[src/rtl/key_event_scheduler.sv]
// Key event scheduler: queues ASCII key presses in a show-ahead FIFO, adds
// typematic auto-repeat for the held key and applies Ctrl mapping to letters.
module key_event_scheduler #(
  parameter int DEPTH      = 8,
  parameter int DELAY_CYC  = 25000000,
  parameter int REPEAT_CYC = 2500000,
  parameter int CW         = 26
) (
  input  logic                     clk,
  input  logic                     rst,
  input  logic                     key_new,
  input  logic [7:0]               key_code,
  input  logic                     key_is_ascii,
  input  logic [7:0]               key_ascii,
  input  logic                     ctrl,
  output logic                     ev_valid,
  output logic [7:0]               ev_data,
  output logic                     ev_repeat,
  input  logic                     ev_ready,
  output logic [$clog2(DEPTH):0]   count,
  output logic                     overflow,
  input  logic                     ovf_clr
);

  localparam int AW = $clog2(DEPTH);
  localparam logic [AW:0]   FULL_CNT   = (AW+1)'(DEPTH);
  localparam logic [CW-1:0] DELAY_END  = CW'(DELAY_CYC - 1);
  localparam logic [CW-1:0] REPEAT_END = CW'(REPEAT_CYC - 1);

  typedef enum logic [1:0] {
    S_IDLE,
    S_DELAY,
    S_REPEAT
  } state_t;

  state_t        r_state;
  logic [CW-1:0] r_counter;
  logic [7:0]    r_held_code;
  logic [7:0]    r_held_ch;

  // Each entry is {repeat flag, character}.
  logic [8:0]    r_mem [DEPTH];
  logic [AW-1:0] r_wr_ptr;
  logic [AW-1:0] r_rd_ptr;
  logic [AW:0]   r_count;
  logic          r_overflow;

  logic       w_is_letter;
  logic [7:0] w_ch;
  logic       w_press;
  logic       w_hold;
  logic       w_rep_due;
  logic       w_push;
  logic [8:0] w_push_word;
  logic       w_empty;
  logic       w_full;
  logic       w_pop;
  logic       w_wr_en;
  logic       w_drop;

  assign w_is_letter = ((key_ascii >= 8'h41) && (key_ascii <= 8'h5A)) ||
                       ((key_ascii >= 8'h61) && (key_ascii <= 8'h7A));
  assign w_ch        = (ctrl && w_is_letter) ? (key_ascii & 8'h1F) : key_ascii;

  assign w_press   = key_new && key_is_ascii;
  assign w_hold    = (key_code == r_held_code);
  assign w_rep_due = w_hold &&
                     (((r_state == S_DELAY)  && (r_counter == DELAY_END)) ||
                      ((r_state == S_REPEAT) && (r_counter == REPEAT_END)));

  // A fresh press always beats a repeat falling due in the same cycle.
  assign w_push      = w_press || w_rep_due;
  assign w_push_word = w_press ? {1'b0, w_ch} : {1'b1, r_held_ch};

  assign w_empty = (r_count == '0);
  assign w_full  = (r_count == FULL_CNT);
  assign w_pop   = !w_empty && ev_ready;
  assign w_wr_en = w_push && (!w_full || w_pop);
  assign w_drop  = w_push && w_full && !w_pop;

  always_ff @(posedge clk or posedge rst) begin
    if (rst) begin
      r_state     <= S_IDLE;
      r_counter   <= '0;
      r_held_code <= '0;
      r_held_ch   <= '0;
    end else if (w_press) begin
      r_state     <= S_DELAY;
      r_counter   <= '0;
      r_held_code <= key_code;
      r_held_ch   <= w_ch;
    end else begin
      case (r_state)
        S_DELAY: begin
          if (!w_hold) begin
            r_state   <= S_IDLE;
            r_counter <= '0;
          end else if (r_counter == DELAY_END) begin
            r_state   <= S_REPEAT;
            r_counter <= '0;
          end else begin
            r_counter <= r_counter + CW'(1);
          end
        end
        S_REPEAT: begin
          if (!w_hold) begin
            r_state   <= S_IDLE;
            r_counter <= '0;
          end else if (r_counter == REPEAT_END) begin
            r_counter <= '0;
          end else begin
            r_counter <= r_counter + CW'(1);
          end
        end
        default: begin
          r_state   <= S_IDLE;
          r_counter <= '0;
        end
      endcase
    end
  end

  // Storage needs no reset: the pointers and count define what is valid.
  always_ff @(posedge clk) begin
    if (w_wr_en) begin
      r_mem[r_wr_ptr] <= w_push_word;
    end
  end

  always_ff @(posedge clk or posedge rst) begin
    if (rst) begin
      r_wr_ptr   <= '0;
      r_rd_ptr   <= '0;
      r_count    <= '0;
      r_overflow <= 1'b0;
    end else begin
      if (w_wr_en) begin
        r_wr_ptr <= r_wr_ptr + AW'(1);
      end
      if (w_pop) begin
        r_rd_ptr <= r_rd_ptr + AW'(1);
      end
      case ({w_wr_en, w_pop})
        2'b10:   r_count <= r_count + (AW+1)'(1);
        2'b01:   r_count <= r_count - (AW+1)'(1);
        default: r_count <= r_count;
      endcase
      if (w_drop) begin
        r_overflow <= 1'b1;
      end else if (ovf_clr) begin
        r_overflow <= 1'b0;
      end
    end
  end

  assign ev_valid  = !w_empty;
  assign ev_data   = w_empty ? 8'h00 : r_mem[r_rd_ptr][7:0];
  assign ev_repeat = w_empty ? 1'b0  : r_mem[r_rd_ptr][8];
  assign count     = r_count;
  assign overflow  = r_overflow;

endmodule

[config.mk]
export PLATFORM = sky130hd
export DESIGN_NAME = key_event_scheduler
export DESIGN_NICKNAME = d
export VERILOG_FILES = /design/src/rtl/key_event_scheduler.sv
export SDC_FILE = /design/constraint.sdc
export NUM_CORES = 1
export LEC_CHECK = 0
export ABC_AREA = 1
export CAP_MARGIN = 20
export CORE_MARGIN = 4
export CORE_UTILIZATION = 55
export DETAILED_ROUTE_END_ITERATION = 12
export GPL_TIMING_DRIVEN = 0
export PLACE_DENSITY = 0.79
export REMOVE_ABC_BUFFERS = 1
export SLEW_MARGIN = 5
export SYNTH_ARGS = -nofsm -noshare
export SYNTH_HDL_FRONTEND = slang
export SYNTH_SLANG_ARGS = --single-unit
export TNS_END_PERCENT = 10
[constraint.sdc]
create_clock -name clk -period 7.2 [get_ports clk]
set_clock_uncertainty 0.2 [all_clocks]
set_input_delay 1.08 -clock clk [delete_from_list [all_inputs] [get_ports clk]]
set_output_delay 1.08 -clock clk [all_outputs]
set_load 0.03 [all_outputs]
==> metrics.md <==
| Metric | Value |
|---|---|
| Outcome | finished, final reports clean |
| Post-Syn Instances | 599 |
| Die H | 112 um |
| CTS tree | built |
| Worst EP arrival | 3280 ps |
| Total GRT Usage | 0.213 |
| Fillers | 732 |
| Post-CTS setup buffers | 0 |
| Crit. Startpoint | r_rd_ptr[0] |
| Mean routed wirelength per cell | 16.1 um |
| Vias | 4438 |
| Fmax | 0.219 GHz |
| End point of the critical path | ev_repeat |
| Worst Hold Class | reg2reg |
| Vias in the first global route | 4311 |
| Worst-path maximum fanout | 36 |
| CTS Buf Count | 17 |
| Clk slew on worst S/H paths | 60 ps |
| DRT Pass-1 Iters | 5 |
| Vias/cell | 5.61 |
| Most frequent cells in the layout | nand2_1 (107), nor2_1 (106), edfxtp_1 (72), o21ai_0 (55), dfrtp_1 (55) |
| Clk_lat worst skew | 530 ps |
| Hold path start | r_held_code[7] |
| RSZ-0062 raised after global routing | no |
| First-pass GRT wire length | 20900 um |
| Max_cap viols | 0 |
| Share of layout cells above drive strength 1 | 0.110 |
| Pleak | 2.80 nW |
| Startpoint Class | flip-flop |
| Sink Count | 127 |
| Most common flop cell mapped by yosys | edfxtp_1 |
| Power density over the cells | 354 mW/mm^2 |
| WS Path Type | reg2out |
| Layout Nets | 673 |
| Site Rows | 37 |
| GRT overflow | 0 |
| Tmin final | 4560 ps |
| Initial antenna violation count | 0 |
| Register area | 0.00354 sq mm |
| Reg2reg start | r_counter[0] |
| Synth warn | 0 |
| Largest net degree at the start of global routing | 37 |
| Final worst slack | 2640 ps |
| H-tree Lvls | 4 |
| CP endpoint kind | primary output |
| Reg2reg setup slack | 3970 ps |
| Post-route setup TNS | 0 ps |
| Iter 0 DRT Violations | 408 |
| Rel. slew slack | 0.206 |
| Core ar. | 0.0104 sq mm |
| Distinct cell type count after synthesis | 42 |
| Final setup violation count | 0 |
| IO Pins | 38 |
| Pre-CTS WS | 2840 ps |
| Maximum vdd drop | 200 uV |
| Post_cts resized | 0 |
| Fin crit share | 0.634 |
| Post-synthesis sequential area ratio | 0.599 |
| Ant. Diodes | 0 |
| Async S/R FF share, synth | 0.433 |
| Clock Tree Root | clkbuf_8 |
| Hold_buf cts | 0 |
| Initial Utilization | 0.570 |
| Count of pins over their slew limit | 0 |
| CTS Buffer Depth | 2 |
| EDFF count, synth | 72 |
| Reg-to-Reg End | r_mem[3][2] |
| Die Wd | 112 um |
| #FFs+latches synth | 127 |
| Area of the multi-input gates | 0.00209 sq mm |
| Port bufs | 37 |
| Most common cell after layout, fill and taps aside | nand2_1 |
| Routability cong. | 0.866 |
| Area delta synth->final | 19.6% |
| Drt drc | 0 |
| Detail Route Antenna Nets | 0 |
| Worst reg2reg path depth | 13 |
| Full die area | 0.0125 sq mm |
| Post-Route WL | 12800 um |
| Worst Path Required | 5920 ps |
| Post-Syn Area | 0.00591 sq mm |
| Syn avg cell area | 9.86 sq um |
| Dpl hpwl | 7860 um |
| Hold Fails Final Rpt | 0 |
| Worst slew pin tran | 1180 ps |
cells in the mapped netlist (2+ instances only):
cell / n / area [sq um]
dfrtp_1: 55 / 1380
xor2_1: 9 / 78.8
nand2_2: 4 / 25.0
clkbuf_1: 14 / 52.6
nor2_4: 5 / 56.3
buf_2: 2 / 10.0
nand3_2: 4 / 40.0
nand3_1: 16 / 80.1
edfxtp_1: 72 / 2160
a21oi_1: 10 / 50.1
or2_1: 2 / 12.5
xnor2_1: 8 / 70.1
nand4_1: 7 / 43.8
clkinv_1: 2 / 7.51
nor3_1: 9 / 45.0
o22ai_1: 9 / 56.3
o21bai_1: 2 / 15.0
ha_1: 7 / 87.6
nor3_2: 3 / 30.0
o21ai_1: 2 / 10.0
nor3b_1: 6 / 45.0
inv_1: 45 / 169
nand2_1: 107 / 402
nor4_1: 3 / 18.8
inv_2: 5 / 18.8
nor2_2: 5 / 31.3
o21ai_0: 55 / 275
a31oi_1: 12 / 75.1
nor2_1: 106 / 398
worst max-delay path, stage by stage (launching register included):
cell and delay (ps):
dfrtp_1 590, inv_1 800, o21ai_0 220, o22ai_1 150, o21ai_0 110, a31oi_1 180, clkdlybuf4s50_1 710
sequential cells by signal, indices dropped and copies added (netlist names):
name,cells
r_counter,26
r_state,2
count,4
r_wr_ptr,3
r_mem,72
r_held_ch,8
r_rd_ptr,3
overflow,1
r_held_code,8
where the power goes:
part	switching, W	internal (W)	total [W]	leakage [nW]
clock network	0.000332	0.000532	0.000864	0.291
logic	0.000449	0.000269	0.000718	1.14
registers	0.0000677	0.000847	0.000915	1.37
through the flow:
step / area, sq um / std cells / utilization / hold slack, ps / total power, W
global placement: 6370 / 754 / 0.614 / 273 / 0.00159
floorplan: 5830 / 581 / - / 253 / 0.00136
CTS: 7010 / 788 / 0.676 / 303 / 0.00250
detailed placement: 6410 / 756 / 0.618 / 286 / 0.00163
finish: 7060 / 791 / 0.681 / 304 / 0.00250
global route: 7060 / 791 / 0.681 / 322 / 0.00262
area by class of cell:
| cell class | instances | share of cell area |
|---|---|---|
| clock buffers | 17 | 0.0586 |
| clock inverters | 15 | 0.0260 |
| inverters | 52 | 0.0276 |
| multi-input cells | 402 | 0.296 |
| flip-flops and latches | 127 | 0.501 |
| well taps | 136 | 0.0241 |
| repair buffers | 42 | 0.0663 |
metal layers:
| layer | up-vias | wire length [um] | global-route usage |
|---|---|---|---|
| li1 | 2100 | - | - |
| met3 | 24 | 965 | 0.0630 |
| met2 | 187 | 6370 | 0.356 |
| met5 | - | 0 | 0 |
| met1 | 2127 | 5250 | 0.268 |
| met4 | 0 | 180 | 0.0681 |
cells by family (layout without fill, tap and decap cells):
kind of cell | after synthesis | after routing | share of synthesized area
AND/OR/NAND/NOR | 285 | 285 | 0.226
AO/OA/AOI/OAI | 92 | 92 | 0.0847
flip-flops | 127 | 127 | 0.599
buffers and inverters | 70 | 126 | 0.0468
XOR/XNOR | 17 | 17 | 0.0252
adder cells (fa/ha/maj) | 8 | 8 | 0.0182
worst min path at each step:
| stage | depth (start not counted) | slack (ps) | to |
|---|---|---|---|
| 2_1_floorplan | 1 | 250 | r_counter[0] |
| 3_3_place_gp | 1 | 270 | r_counter[0] |
| 3_5_place_dp | 2 | 290 | r_held_code[4] |
| 4_1_cts | 2 | 300 | r_held_code[4] |
| 5_1_grt | 1 | 320 | r_counter[0] |
| 6_report | 2 | 300 | r_held_code[7] |
Power figures use the tool's default switching activity.
